**src/rtl/alu_muldiv_seq_if.sv**
```systemverilog
// Request/result and shared-ALU signal bundle between the EX stage and the
// multiply/divide sequencer.
interface alu_muldiv_seq_if #(
    parameter int XLEN = 32
);
    logic            start;
    logic [1:0]      op;
    logic [XLEN-1:0] a;
    logic [XLEN-1:0] b;
    logic            flush;
    logic            busy;
    logic            done;
    logic [XLEN-1:0] hi;
    logic [XLEN-1:0] lo;
    logic            alu_own;
    logic [XLEN-1:0] alu_in1;
    logic [XLEN-1:0] alu_in2;
    logic [4:0]      alu_ctl;
    logic            alu_sign;
    logic [XLEN-1:0] alu_out;

    modport master (
        output start, op, a, b, flush, alu_out,
        input  busy, done, hi, lo, alu_own, alu_in1, alu_in2, alu_ctl, alu_sign
    );

    modport slave (
        input  start, op, a, b, flush, alu_out,
        output busy, done, hi, lo, alu_own, alu_in1, alu_in2, alu_ctl, alu_sign
    );
endinterface

```
**src/rtl/alu_muldiv_seq.sv**
```systemverilog
// Radix-2 MULT/MULTU/DIV/DIVU sequencer producing HI/LO with a fixed 35-cycle
// latency, borrowing the shared EX-stage ALU for one add/sub per iteration.
module alu_muldiv_seq #(
    parameter int         XLEN    = 32,
    parameter int         ITERS   = 32,
    parameter logic [4:0] ALU_ADD = 5'b00010,
    parameter logic [4:0] ALU_SUB = 5'b00110,
    parameter logic [4:0] ALU_NOP = 5'b11111
) (
    input  logic           clk,
    input  logic           reset_n,
    alu_muldiv_seq_if.slave bus
);
    localparam int               CNT_W    = $clog2(ITERS);
    localparam logic [CNT_W-1:0] CNT_LAST = CNT_W'(ITERS - 1);
    localparam logic [CNT_W-1:0] CNT_ONE  = {{(CNT_W-1){1'b0}}, 1'b1};
    localparam logic [XLEN-1:0]  ZERO_W   = {XLEN{1'b0}};
    localparam logic [XLEN-1:0]  ONES_W   = {XLEN{1'b1}};

    typedef enum logic [2:0] {
        S_IDLE = 3'd0,
        S_PREP = 3'd1,
        S_ITER = 3'd2,
        S_FIX  = 3'd3,
        S_DONE = 3'd4
    } state_t;

    function automatic logic [XLEN-1:0] neg_w(input logic [XLEN-1:0] v);
        return ~v + {{(XLEN-1){1'b0}}, 1'b1};
    endfunction

    function automatic logic [2*XLEN-1:0] neg_dw(input logic [2*XLEN-1:0] v);
        return ~v + {{(2*XLEN-1){1'b0}}, 1'b1};
    endfunction

    function automatic logic [XLEN-1:0] abs_w(input logic [XLEN-1:0] v, input logic sgn);
        return (sgn && v[XLEN-1]) ? neg_w(v) : v;
    endfunction

    state_t           state_r;
    logic [CNT_W-1:0] cnt_r;
    logic [1:0]       op_r;
    logic [XLEN-1:0]  a_r, b_r, p_r, q_r, d_r, hi_r, lo_r;
    logic             sa_r, sb_r, busy_r, done_r, own_r;

    logic [XLEN-1:0]   r_shift_s, step_p_s, step_q_s, mul_sum_s;
    logic              mul_c_s;
    logic [XLEN-1:0]   alu_in1_s, alu_in2_s, fix_hi_s, fix_lo_s;
    logic [4:0]        alu_ctl_s;
    logic [2*XLEN-1:0] prod_neg_s;

    assign r_shift_s  = {p_r[XLEN-2:0], q_r[XLEN-1]};
    assign prod_neg_s = neg_dw({p_r, q_r});

    // ALU operand mux and the single-iteration shift-add / restoring-subtract step
    always_comb begin
        alu_in1_s = ZERO_W;
        alu_in2_s = ZERO_W;
        alu_ctl_s = ALU_NOP;
        step_p_s  = p_r;
        step_q_s  = q_r;
        mul_sum_s = p_r;
        mul_c_s   = 1'b0;
        if (own_r) begin
            if (op_r[1]) begin
                alu_in1_s = r_shift_s;
                alu_in2_s = d_r;
                alu_ctl_s = ALU_SUB;
                // hb covers the 33-bit partial remainder that no longer fits in P
                if (p_r[XLEN-1] || (r_shift_s >= d_r)) begin
                    step_p_s = bus.alu_out;
                    step_q_s = {q_r[XLEN-2:0], 1'b1};
                end else begin
                    step_p_s = r_shift_s;
                    step_q_s = {q_r[XLEN-2:0], 1'b0};
                end
            end else begin
                alu_in1_s = p_r;
                alu_in2_s = d_r;
                alu_ctl_s = ALU_ADD;
                if (q_r[0]) begin
                    mul_sum_s = bus.alu_out;
                    mul_c_s   = (bus.alu_out < p_r);
                end else begin
                    mul_sum_s = p_r;
                    mul_c_s   = 1'b0;
                end
                step_p_s = {mul_c_s, mul_sum_s[XLEN-1:1]};
                step_q_s = {mul_sum_s[0], q_r[XLEN-1:1]};
            end
        end else begin
            alu_ctl_s = ALU_NOP;
        end
    end

    // Sign fix-up of magnitudes; divide-by-zero returns the raw dividend and all-ones
    always_comb begin
        fix_hi_s = p_r;
        fix_lo_s = q_r;
        if (op_r[1]) begin
            if (d_r == ZERO_W) begin
                fix_hi_s = a_r;
                fix_lo_s = ONES_W;
            end else begin
                fix_hi_s = sa_r ? neg_w(p_r) : p_r;
                fix_lo_s = (sa_r ^ sb_r) ? neg_w(q_r) : q_r;
            end
        end else if (sa_r ^ sb_r) begin
            {fix_hi_s, fix_lo_s} = prod_neg_s;
        end else begin
            fix_hi_s = p_r;
            fix_lo_s = q_r;
        end
    end

    // Sequencer FSM with datapath registers and registered status outputs
    always_ff @(posedge clk or negedge reset_n) begin
        if (!reset_n) begin
            state_r <= S_IDLE;
            cnt_r   <= {CNT_W{1'b0}};
            op_r    <= 2'b00;
            a_r     <= ZERO_W;
            b_r     <= ZERO_W;
            p_r     <= ZERO_W;
            q_r     <= ZERO_W;
            d_r     <= ZERO_W;
            hi_r    <= ZERO_W;
            lo_r    <= ZERO_W;
            sa_r    <= 1'b0;
            sb_r    <= 1'b0;
            busy_r  <= 1'b0;
            done_r  <= 1'b0;
            own_r   <= 1'b0;
        end else if (bus.flush) begin
            state_r <= S_IDLE;
            busy_r  <= 1'b0;
            done_r  <= 1'b0;
            own_r   <= 1'b0;
        end else begin
            case (state_r)
                S_IDLE: begin
                    done_r <= 1'b0;
                    if (bus.start) begin
                        op_r    <= bus.op;
                        a_r     <= bus.a;
                        b_r     <= bus.b;
                        busy_r  <= 1'b1;
                        state_r <= S_PREP;
                    end else begin
                        state_r <= S_IDLE;
                    end
                end
                S_PREP: begin
                    sa_r    <= op_r[0] & a_r[XLEN-1];
                    sb_r    <= op_r[0] & b_r[XLEN-1];
                    p_r     <= ZERO_W;
                    q_r     <= abs_w(a_r, op_r[0]);
                    d_r     <= abs_w(b_r, op_r[0]);
                    cnt_r   <= {CNT_W{1'b0}};
                    own_r   <= 1'b1;
                    state_r <= S_ITER;
                end
                S_ITER: begin
                    p_r   <= step_p_s;
                    q_r   <= step_q_s;
                    cnt_r <= cnt_r + CNT_ONE;
                    if (cnt_r == CNT_LAST) begin
                        own_r   <= 1'b0;
                        state_r <= S_FIX;
                    end else begin
                        state_r <= S_ITER;
                    end
                end
                S_FIX: begin
                    hi_r    <= fix_hi_s;
                    lo_r    <= fix_lo_s;
                    done_r  <= 1'b1;
                    state_r <= S_DONE;
                end
                S_DONE: begin
                    done_r  <= 1'b0;
                    busy_r  <= 1'b0;
                    state_r <= S_IDLE;
                end
                default: begin
                    state_r <= S_IDLE;
                    busy_r  <= 1'b0;
                    done_r  <= 1'b0;
                    own_r   <= 1'b0;
                end
            endcase
        end
    end

    assign bus.busy     = busy_r;
    assign bus.done     = done_r;
    assign bus.hi       = hi_r;
    assign bus.lo       = lo_r;
    assign bus.alu_own  = own_r;
    assign bus.alu_in1  = alu_in1_s;
    assign bus.alu_in2  = alu_in2_s;
    assign bus.alu_ctl  = alu_ctl_s;
    assign bus.alu_sign = 1'b0;
endmodule

```
**src/flat_wrapper.sv**
```systemverilog
// flat-port wrapper written by rule: the top's interface ports become plain ports
module alu_muldiv_seq_flat 
#(
    parameter int         XLEN    = 32,
    parameter int         ITERS   = 32,
    parameter logic [4:0] ALU_ADD = 5'b00010,
    parameter logic [4:0] ALU_SUB = 5'b00110,
    parameter logic [4:0] ALU_NOP = 5'b11111
)
  (clk, reset_n, bus_start, bus_op, bus_a, bus_b, bus_flush, bus_alu_out, bus_busy, bus_done, bus_hi, bus_lo, bus_alu_own, bus_alu_in1, bus_alu_in2, bus_alu_ctl, bus_alu_sign);
  alu_muldiv_seq_if #(.XLEN(XLEN)) bus_i ();
  input  logic clk;
  input  logic reset_n;
  input wire logic [$bits(bus_i.start)-1:0] bus_start;
  input wire logic [$bits(bus_i.op)-1:0] bus_op;
  input wire logic [$bits(bus_i.a)-1:0] bus_a;
  input wire logic [$bits(bus_i.b)-1:0] bus_b;
  input wire logic [$bits(bus_i.flush)-1:0] bus_flush;
  input wire logic [$bits(bus_i.alu_out)-1:0] bus_alu_out;
  output wire logic [$bits(bus_i.busy)-1:0] bus_busy;
  output wire logic [$bits(bus_i.done)-1:0] bus_done;
  output wire logic [$bits(bus_i.hi)-1:0] bus_hi;
  output wire logic [$bits(bus_i.lo)-1:0] bus_lo;
  output wire logic [$bits(bus_i.alu_own)-1:0] bus_alu_own;
  output wire logic [$bits(bus_i.alu_in1)-1:0] bus_alu_in1;
  output wire logic [$bits(bus_i.alu_in2)-1:0] bus_alu_in2;
  output wire logic [$bits(bus_i.alu_ctl)-1:0] bus_alu_ctl;
  output wire logic [$bits(bus_i.alu_sign)-1:0] bus_alu_sign;
  assign bus_i.start = bus_start;
  assign bus_i.op = bus_op;
  assign bus_i.a = bus_a;
  assign bus_i.b = bus_b;
  assign bus_i.flush = bus_flush;
  assign bus_i.alu_out = bus_alu_out;
  assign bus_busy = bus_i.busy;
  assign bus_done = bus_i.done;
  assign bus_hi = bus_i.hi;
  assign bus_lo = bus_i.lo;
  assign bus_alu_own = bus_i.alu_own;
  assign bus_alu_in1 = bus_i.alu_in1;
  assign bus_alu_in2 = bus_i.alu_in2;
  assign bus_alu_ctl = bus_i.alu_ctl;
  assign bus_alu_sign = bus_i.alu_sign;
  alu_muldiv_seq #(.XLEN(XLEN), .ITERS(ITERS), .ALU_ADD(ALU_ADD), .ALU_SUB(ALU_SUB), .ALU_NOP(ALU_NOP)) u_core (.clk(clk), .reset_n(reset_n), .bus(bus_i));
endmodule
```
**config.mk**
```make
export PLATFORM = sky130hd
export DESIGN_NAME = alu_muldiv_seq_flat
export DESIGN_NICKNAME = d
export VERILOG_FILES = /design/src/rtl/alu_muldiv_seq_if.sv /design/src/rtl/alu_muldiv_seq.sv /design/src/flat_wrapper.sv
export SDC_FILE = /design/constraint.sdc
export NUM_CORES = 1
export LEC_CHECK = 0
export ABC_AREA = 1
export CELL_PAD_IN_SITES_DETAIL_PLACEMENT = 0
export CELL_PAD_IN_SITES_GLOBAL_PLACEMENT = 2
export CORE_ASPECT_RATIO = 1.5
export CORE_MARGIN = 4
export CORE_UTILIZATION = 28
export CTS_BUF_LIST = sky130_fd_sc_hd__clkbuf_8
export CTS_CLUSTER_DIAMETER = 40
export CTS_CLUSTER_SIZE = 24
export DETAILED_ROUTE_END_ITERATION = 10
export GPL_TIMING_DRIVEN = 0
export PLACE_DENSITY_LB_ADDON = 0.1
export SLEW_MARGIN = 30
export SYNTH_ARGS = -nofsm -noshare
export SYNTH_HDL_FRONTEND = slang
export SYNTH_SLANG_ARGS = --single-unit
export TNS_END_PERCENT = 50
```
**constraint.sdc**
```tcl
create_clock -name clk -period 2.6 [get_ports clk]
set_input_delay 0.26 -clock clk [delete_from_list [all_inputs] [get_ports clk]]
set_output_delay 0.26 -clock clk [all_outputs]
set_load 0.02 [all_outputs]
```
# ---- After elaboration in Yosys (flattened, before gate mapping)
# Index checks and enable logic that the tools add are counted.
dict set report classes {
  n_addsub 6
  magnitude_cmp 2
  n_eq_ne 11
  muxes 38
  n_bitwise 9
  n_reduce_logical 16
}
# op count
set ops {}
lappend ops {{$mux W32} 19}
lappend ops {{$add A32 B1 Y32 const B} 4}
lappend ops {{$not A32 Y32} 4}
lappend ops {{$pmux W32 S2} 2}
lappend ops {{$add A64 B1 Y64 const B} 1}
lappend ops {{$not A64 Y64} 1}
lappend ops {{$ge A32 B32 Y1} 1}
lappend ops {{$logic_not A32 Y1} 1}
lappend ops {{$lt A32 B32 Y1} 1}
lappend ops {{$pmux W3 S4} 1}
lappend ops {{$pmux W5 S2} 1}
lappend ops {{$reduce_and A2 Y1} 5}
lappend ops {{$mux W1} 9}
lappend ops {{$ne A2 B1 Y1 const B} 4}
lappend ops {{$eq A3 B2 Y1 const B} 2}
lappend ops {{$mux W3} 2}
lappend ops {{$reduce_and A3 Y1} 2}
lappend ops {{$reduce_or A3 Y1} 2}
lappend ops {{$add A5 B1 Y5 const B} 1}
lappend ops {{$eq A5 B5 Y1 const B} 1}
lappend ops {{$mux W5} 1}
lappend ops {{$pmux W1 S2} 2}
lappend ops {{$eq A3 B1 Y1 const B} 1}
lappend ops {{$eq A3 B3 Y1 const B} 1}
lappend ops {{11 further kinds} 13}
dict set report word_totals {
  reg_bits 239
  inputBits 102
  out_inout_bits 137
  word_cells 97
}

# ---- Longest topological paths before layout
# Gate-level depths: netlist of the first run.
dict set report depth {
  depth_word 6
  mapped_depth 19
  ltp_nobuf 18
}

# ---- Worst setup path after synthesis of the first run
# Ideal clock, no wire load.
dict set report synth_path {
  kind {register -> register}
  start {register u_core.q_r[0]}
  end {register u_core.lo_r[28], in the netlist u_core.bus.lo[28]}
  setup_ns 0.119
  t_arrival_ns 2.739
  path_slack_ns -0.258
  path_stages_with_launch 17
  path_cell_list {dfrtp_1 clkbuf_1 inv_1 clkbuf_1 clkbuf_1 ha_1 inv_1 nor3_1 nand2_1 o21ai_2 o21ai_1 nor2_2 nand2_1 nand2_1 nand2_1 o22ai_1 inv_1}
}
dict set report synth_via {
  elab_chain_cells 5
  word_cells_on_any_way 8
  cone_classes {add/sub (2); mux (4); bitwise (2)}
}
# item line
set synth_rtl {}
lappend synth_rtl {{from (decl)} alu_muldiv_seq.sv:43} ;# logic [XLEN-1:0] a_r, b_r, p_r, q_r, d_r, hi_r, lo_r;
lappend synth_rtl {{from (signal assigned)} alu_muldiv_seq.sv:157} ;# q_r <= abs_w(a_r, op_r[0]);
lappend synth_rtl {{from (signal assigned)} alu_muldiv_seq.sv:165} ;# q_r <= step_q_s;
lappend synth_rtl {{$not A32 Y32} alu_muldiv_seq.sv:29} ;# return ~v + {{(XLEN-1){1'b0}}, 1'b1};
lappend synth_rtl {{$add A32 B1 Y32} alu_muldiv_seq.sv:29}
lappend synth_rtl {{$mux W32} alu_muldiv_seq.sv:106} ;# fix_lo_s = (sa_r ^ sb_r) ? neg_w(q_r) : q_r;
lappend synth_rtl {{$mux W32} alu_muldiv_seq.sv:101} ;# if (d_r == ZERO_W) begin
lappend synth_rtl {{$mux W32 (*)} alu_muldiv_seq.sv:100} ;# if (op_r[1]) begin
lappend synth_rtl {{to (signal assigned)} alu_muldiv_seq.sv:176} ;# lo_r <= fix_lo_s;
lappend synth_rtl {{to (decl)} alu_muldiv_seq.sv:43}
# Every way passes the cells marked *; elsewhere a longest branch is shown, timed or not.
# A chain may end at the register's enable or synchronous reset.

# ---- Worst setup path in the final report of the first run
dict set report layout_path {
  start {register u_core.op_r[1]}
  end {output port bus_alu_in1[5]}
}
dict set report layout_via {
  elab_chain_cells 2
}
# item line
set layout_rtl {}
lappend layout_rtl {{from (decl)} alu_muldiv_seq.sv:42} ;# logic [1:0] op_r;
lappend layout_rtl {{from (signal assigned)} alu_muldiv_seq.sv:144} ;# op_r <= bus.op;
lappend layout_rtl {{$mux W32} alu_muldiv_seq.sv:65} ;# if (op_r[1]) begin
lappend layout_rtl {{$mux W32} alu_muldiv_seq.sv:64} ;# if (own_r) begin
lappend layout_rtl {{to (decl)} flat_wrapper.sv:25} ;# output wire logic [$bits(bus_i.alu_in1)-1:0] bus_alu_in1;
# Every way passes these cells.

==> results.ini, run 1 <==
[cts]
cts_tree = built
cts.sinks = 239
clkLatencyLatePin_ns = 0.70
clk_pin_slew_ns = 0.08
cts-root-buf = clkbuf_8
cts_made_buffers = 51
clockBufferDepth = 3
htree_levels = 2

[drt]
drt_first_pass_iters = 5
drtIter0Drc = 1455
wl_per_cell_um = 25.4
ant_nets = 0
vias = 19900
routed_wl_um = 97400
drc_errors = 0
detail_route.vias_per_cell = 5.18

[critical_path]
critPathKind = flop to output pin
max_stage_delay_ns = 0.44
rr_startpoint = u_core.q_r[29]
cp_max_fo = 10
path_cells = clkinv_4, clkbuf_4, clkbuf_8, a21oi_2, clkdlybuf4s15_2
slowest_stage = dfrtp_2
endpoint_kind = output pin
crit_arrival_ns = 2.30
endpoint = bus_alu_in1[5]
ff2ff_setup_slack_ns = 0.05
worstSetupStartpointType = flop
critPathRequiredTime_ns = 2.34
r2r_end = u_core.bus.hi[11]
reg2reg_depth = 12
cp-startpoint = u_core.op_r[1]

[die]
die_x_um = 212
num_rows = 112
io_pins = 239
core_mm2 = 0.0622
die-height_um = 315
start_util_pct = 28.2
die_area_mm2 = 0.0668

[pwr]
p_seq_share_pct = 27.5
switching_share_pct = 51.4
p_sw_w = 0.0122
p_int_w = 0.0115
pwr-share-comb_pct = 53.4
power.density_mw_per_mm2 = 1030
ir_drop_uv = 424
clock_power_share_pct = 19.1
p_leak_nw = 10.9

[min_path]
hold_class = input port to asynchronous set/reset pin

[synthesis]
yosys.area.top_type = dfrtp_1
ys_warn_count = 0
yosys.cell_types.count = 45
synthFlopType = dfrtp_1
avgSynthCellArea_um2 = 6.55
syn_inst = 2680
syn_area_mm2 = 0.0175
ys_ff_latch = 239
async_flop_share_pct = 100
synth_area_leaders = dfrtp_1 34%, nand2_1 16%, a21oi_1 7.3%, nor2_1 7.1%, inv_1 5.6%
synth-edff-count = 0
synth_nets = 2851
ys_seq_area_share_pct = 34.1
yosys.area.top_type_share_pct = 34.1

[timing]
rsz0062_at_grt = yes
hold_viol = 0
holdWs_ns = 0.0423
relSlewSlack_pct = 35.3
max_freq_mhz = 391
fin_skew_ns = 0.0674
finalSetupViolations = 0
worstMarginPinSlew_ns = 0.971
setup_tns_ns = 0
period_share_pct = 98.3
setup_ws_ns = 0.0431
finalMaxSlewViolations = 0
fin_crit_ns = 2.56

[grt]
grt_max_degree = 78
grt_pass1_wl_um = 138000
grt_overflow = 0
antenna_found_initial = 4
grt_usage_pct = 28.4
grt_pass1_vias = 20000

[layout]
layout-drive-gt1-share_pct = 12.4
mostFrequentLayoutCells = 742 x nand2_1, 311 x nor2_1, 256 x inv_1, 231 x a21oi_1, 222 x dfrtp_1
final_common_cell = nand2_1
final-instance-count-excl-fill = 3841
syn_to_final_growth_pct = 31.6
nNetsFinal = 3169

[flow_run]
drv_cap = 0

[placement]
dp.cells = 3717
pre_cts_slack_ns = -1.68
io_buffers = 236
place_congestion = 0.938
dp_hpwl_um = 79400

[run_status]
outcome = complete, no violations

-- power groups by stage --
stage / combinational [W] / sequential [W] / clock, W
after detailed placement: 0.0118 / 0.00651 / 0
final: 0.0127 / 0.00654 / 0.00454
after floorplan: 0.00651 / 0.00631 / 0
after global placement: 0.0117 / 0.00649 / 0
after CTS: 0.0125 / 0.00650 / 0.00467
after global routing: 0.0138 / 0.00665 / 0.00482
-- what timing repair did --
item / 4_1_cts / 5_1_grt
hold buffers: 1 / 0
hold endpoints to repair: 162 / 0
pin swaps: 9 / 9
endpoints found under the setup margin: 203 / 161
buffers inserted: 20 / 9
resized for setup: 302 / 88
-- layout make-up --
| class | count | area (um^2) |
|---|---|---|
| sequential | 239 | 6000 |
| inverter | 273 | 1040 |
| buffer | 132 | 723 |
| multi-input combinational | 2032 | 10500 |
| tap | 798 | 998 |
| timing repair buffer | 269 | 2690 |
| clock buffer | 56 | 771 |
| antenna | 3 | 7.51 |
| clock inverter | 39 | 350 |
| fill | 6911 | 39100 |
-- stage by stage --
step | util [%] | total power, W | instance area (um^2)
2_1_floorplan | - | 0.0128 | 17600
3_3_place_gp | 33.6 | 0.0182 | 20900
3_5_place_dp | 33.8 | 0.0183 | 21000
4_1_cts | 36.8 | 0.0237 | 22900
5_1_grt | 37.1 | 0.0253 | 23100
6_report | 37.1 | 0.0238 | 23100
-- logic make-up (layout without fill, tap and decap cells) --
kind of cell             Yosys count  after routing  synth area share, %
AO/OA/AOI/OAI                    538            538                 16.6
XOR/XNOR                          72             72                 3.59
adder cells (fa/ha/maj)           69             69                 4.92
buffers and inverters            409            769                 8.87
flip-flops                       239            239                 34.1
multiplexers                      17             17                 1.09
other                              2              5               0.0428
AND/OR/NAND/NOR                 1334           1334                 30.8
-- per-layer routing --
layer	global-route usage (%)	vias up	share of wire, %
met5	0	-	0
met2	52.4	605	52
li1	-	9397	-
met4	17.5	0	7.5
met3	3.73	207	4.0
met1	30.2	9672	36
-- state kept, by name, summed over array words and instances (netlist names), 3 cells and up --
name and cells:
u_core.p_r 32, u_core.a_r 32, u_core.state_r 3, u_core.d_r 32, u_core.b_r 32, u_core.bus.lo 32
u_core.bus.hi 32, u_core.q_r 32, u_core.cnt_r 5
-- Yosys cell counts, types with 6 or more instances --
master / count
nand2_1: 754
nor2_1: 334
inv_1: 262
a21oi_1: 255
dfrtp_1: 239
o21ai_0: 184
nand3_1: 165
clkbuf_1: 123
ha_1: 69
xor2_1: 65
a31oi_1: 35
nand4_1: 33
nor3_1: 23
o211ai_1: 18
mux2_2: 17
a22oi_1: 12
or2_2: 7
xnor2_1: 7
inv_2: 6
-- how the worst min path moves through the flow --
stage	slack [ns]	cells after the start	endpoint	start
2_1_floorplan	-0.04	0	u_core.a_r[0]	reset_n
3_3_place_gp	0.48	2	u_core.bus.done	u_core.bus.done
3_5_place_dp	0.21	1	u_core.bus.lo[18]	reset_n
4_1_cts	0.02	2	u_core.bus.lo[18]	reset_n
5_1_grt	0.05	2	u_core.bus.lo[18]	reset_n
6_report	0.04	2	u_core.bus.lo[18]	reset_n
-- worst max-delay path: cells and delay by family (launching register included) --
kind	cells	cell delay, ns
AOI/OAI and AO/OA	1	0.25
buffers and inverters	4	0.93
DFF	1	0.44
Power figures use the tool's default switching activity.
==> inputs of run 2 (changes only) <==
==> constraint.sdc (replaced) <==
create_clock -name clk -period 2.6 [get_ports clk]
set_input_delay 0.52 -clock clk [delete_from_list [all_inputs] [get_ports clk]]
set_output_delay 0.52 -clock clk [all_outputs]
set_load 0.02 [all_outputs]
==> run 2 against run 1 <==
  * The flow now finishes with violations (setup timing)
  * Critical path depth rose by 3
  * Flip-flop and latch count unchanged
  * Sequential power about the same
  * Core utilization increased by 0.64 points
  * Critical path type unchanged
  * Critical endpoint is now bus_alu_in1[23]
  * Largest cell class unchanged
==> results.ini, run 2 (synthesis gave the netlist of run 1 again) <==
[layout]
mostFrequentLayoutCells = 742 x nand2_1, 310 x nor2_1, 255 x inv_1, 228 x a21oi_1, 222 x dfrtp_1  ; was 742 x nand2_1, 311 x nor2_1, 256 x inv_1, 231 x a21oi_1, 222 x dfrtp_1
fillCellCount = 6908  ; was 6911
layout-drive-gt1-share_pct = 13.6  ; was 12.4%
nNetsFinal = 3178  ; was 3169
final_common_cell = nand2_1  ; unchanged
syn_to_final_growth_pct = 33.9  ; was 31.6%

[critical_path]
ff2ff_setup_slack_ns = 0.05  ; about the same
max_stage_delay_ns = 0.42  ; was 0.44 ns
r2r_end = u_core.bus.hi[11]  ; unchanged
critPathKind = flop to output pin  ; unchanged
rr_startpoint = u_core.q_r[29]  ; unchanged
worstSetupStartpointType = flop  ; unchanged
crit_arrival_ns = 2.11  ; was 2.30 ns
slowest_stage = dfrtp_2  ; unchanged
critPathRequiredTime_ns = 2.08  ; was 2.34 ns
path_cells = buf_12, clkinv_8, clkbuf_16, clkbuf_16, buf_4, o21ai_2, a21oi_4, buf_4  ; was clkinv_4, clkbuf_4, clkbuf_8, a21oi_2, clkdlybuf4s15_2
cp_max_fo = 8  ; was 10
endpoint_kind = output pin  ; unchanged
reg2reg_depth = 12  ; unchanged

[timing]
rsz0062_at_grt = yes  ; unchanged
setup_ws_ns = -0.0293  ; was 0.0431 ns
worstMarginPinSlew_ns = 1.00  ; was 0.971 ns
max_freq_mhz = 380  ; was 391 MHz
fin_crit_ns = 2.63  ; was 2.56 ns
relSlewSlack_pct = 33.1  ; was 35.3%
hold_viol = 0  ; unchanged
finalMaxSlewViolations = 0  ; unchanged
fin_skew_ns = 0.0718  ; was 0.0674 ns
finalSetupViolations = 3  ; was 0
setup_tns_ns = -0.0561  ; was 0 ns
period_share_pct = 101  ; was 98.3%
holdWs_ns = 0.308  ; was 0.0423 ns

[drt]
vias = 19800  ; was 19.9k
ant_nets = 0  ; unchanged
wl_per_cell_um = 25.2  ; was 25.4 um
drtIter0Drc = 1417  ; was 1455
drt_first_pass_iters = 6  ; was 5
drc_errors = 0  ; unchanged
detail_route.vias_per_cell = 5.15  ; was 5.18
routed_wl_um = 97200  ; was 97400 um

[die]
io_pins = 239  ; unchanged
core_mm2 = 0.0622  ; unchanged
num_rows = 112  ; unchanged
die_area_mm2 = 0.0668  ; unchanged
start_util_pct = 28.2  ; unchanged
die_x_um = 212  ; unchanged
die-height_um = 315  ; unchanged

[min_path]
hold_class = input port to asynchronous set/reset pin  ; unchanged

[cts]
cts-root-buf = clkbuf_8  ; unchanged
clockBufferDepth = 3  ; unchanged
htree_levels = 2  ; unchanged
cts_tree = built  ; unchanged
cts.sinks = 239  ; unchanged
cts_made_buffers = 51  ; unchanged
clk_pin_slew_ns = 0.08  ; about the same
clkLatencyLatePin_ns = 0.71  ; was 0.70 ns

[run_status]
outcome = finished with violations  ; was complete, no violations
violations = setup timing

[pwr]
p_sw_w = 0.0123  ; was 0.0122 W
total_power_w = 0.0239  ; was 0.0238 W
p_int_w = 0.0117  ; was 0.0115 W
power.density_mw_per_mm2 = 1020  ; was 1030 mW/mm^2
p_leak_nw = 11.1  ; was 10.9 nW
switching_share_pct = 51.3  ; was 51.4%
pwr-share-comb_pct = 53.7  ; was 53.4%
p_seq_share_pct = 27.3  ; was 27.5%
clock_power_share_pct = 19.0  ; was 19.1%
ir_drop_uv = 422  ; was 424 uV

[placement]
place_congestion = 0.938  ; unchanged
dp_hpwl_um = 79400  ; unchanged
io_buffers = 236  ; unchanged

[grt]
grt_usage_pct = 28.4  ; about the same
antenna_found_initial = 3  ; was 4
grt_pass1_wl_um = 138000  ; about the same
grt_max_degree = 78  ; unchanged
grt_overflow = 0  ; unchanged
grt_pass1_vias = 20100  ; was 20.0k

[flow_run]
drv_cap = 0  ; unchanged

-- run 2: changes by cell type in the layout (fill, tap and decap cells not counted), sizes merged --
| cell | before | now |
|---|---|---|
| inv | 279 | 278 |
| clkbuf | 173 | 171 |
| clkinvlp | 10 | 11 |
| diode | 3 | 4 |
| buf | 65 | 95 |
| dlymetal6s2s | 6 | 0 |
| clkdlybuf4s15 | 15 | 2 |
| clkdlybuf4s50 | 196 | 167 |
| dlygate4sd2 | 1 | 30 |
-- run 2: repair_timing --
item / 4_1_cts / 5_1_grt
hold buffers: 1 / 0
setup buffers: 28 / 9
gates resized for setup: 482 / 86
endpoints found under the hold margin: 45 / 0
pin swaps: 10 / 10
setup endpoints to repair: 203 / 161
-- run 2: worst max-delay path by stage --
stage                     cells after the start                 to  slack (ns)            from
after global placement                        1      u_core.b_r[7]      -10.66         reset_n
after CTS                                     8    bus_alu_in1[23]       -0.08  u_core.op_r[1]
after global routing                          8    bus_alu_in1[23]        -0.1  u_core.op_r[1]
final                                         8    bus_alu_in1[23]       -0.03  u_core.op_r[1]
after floorplan                              16  u_core.bus.lo[28]        0.06   u_core.q_r[0]
after detailed placement                     16   u_core.bus.hi[0]       -1.68   u_core.q_r[0]
-- run 2: per-stage QoR --
step / utilization, % / area (um^2) / setup slack (ns) / cells
4_1_cts: 37.4 / 23300 / -0.0829 / 3839
3_5_place_dp: 33.8 / 21000 / -1.68 / 3717
3_3_place_gp: 33.6 / 20900 / -10.66 / 3714
5_1_grt: 37.8 / 23500 / -0.0974 / 3848
2_1_floorplan: - / 17600 / 0.0639 / 2680
6_report: 37.8 / 23500 / -0.0293 / 3851
-- run 2: final cells by class --
type	count	area [um^2]	share of cell area, %
multi-input cells	2032	10700	45.4
flip-flops and latches	239	6000	25.5
repair buffers	277	2760	11.7
inverters	273	1060	4.50
well taps	798	998	4.25
plain buffers	133	896	3.81
clock buffers	56	771	3.28
clock inverters	39	350	1.49
diodes	4	10.0	0.0426
-- run 2: critical path, delay by kind of cell (launching register included) --
kind | cells | cell delay [ns]
DFF | 1 | 0.42
buffers and inverters | 6 | 0.80
AOI/OAI and AO/OA | 2 | 0.20
-- run 2: power by group through the flow --
stage	logic (W)	registers, W	clock network (W)
after floorplan	0.00651	0.00631	0
after CTS	0.0127	0.00650	0.00467
final	0.0129	0.00654	0.00454
after global placement	0.0117	0.00649	0
after detailed placement	0.0118	0.00651	0
after global routing	0.0140	0.00665	0.00482
-- run 2: metal layers --
| metal | part of all wire, % | track usage, % | vias to the layer above |
|---|---|---|---|
| li1 | - | - | 9423 |
| met1 | 36 | 30.0 | 9564 |
| met2 | 52 | 51.9 | 637 |
| met3 | 4.3 | 3.89 | 212 |
| met4 | 8.0 | 18.6 | 0 |
| met5 | 0 | 0 | - |
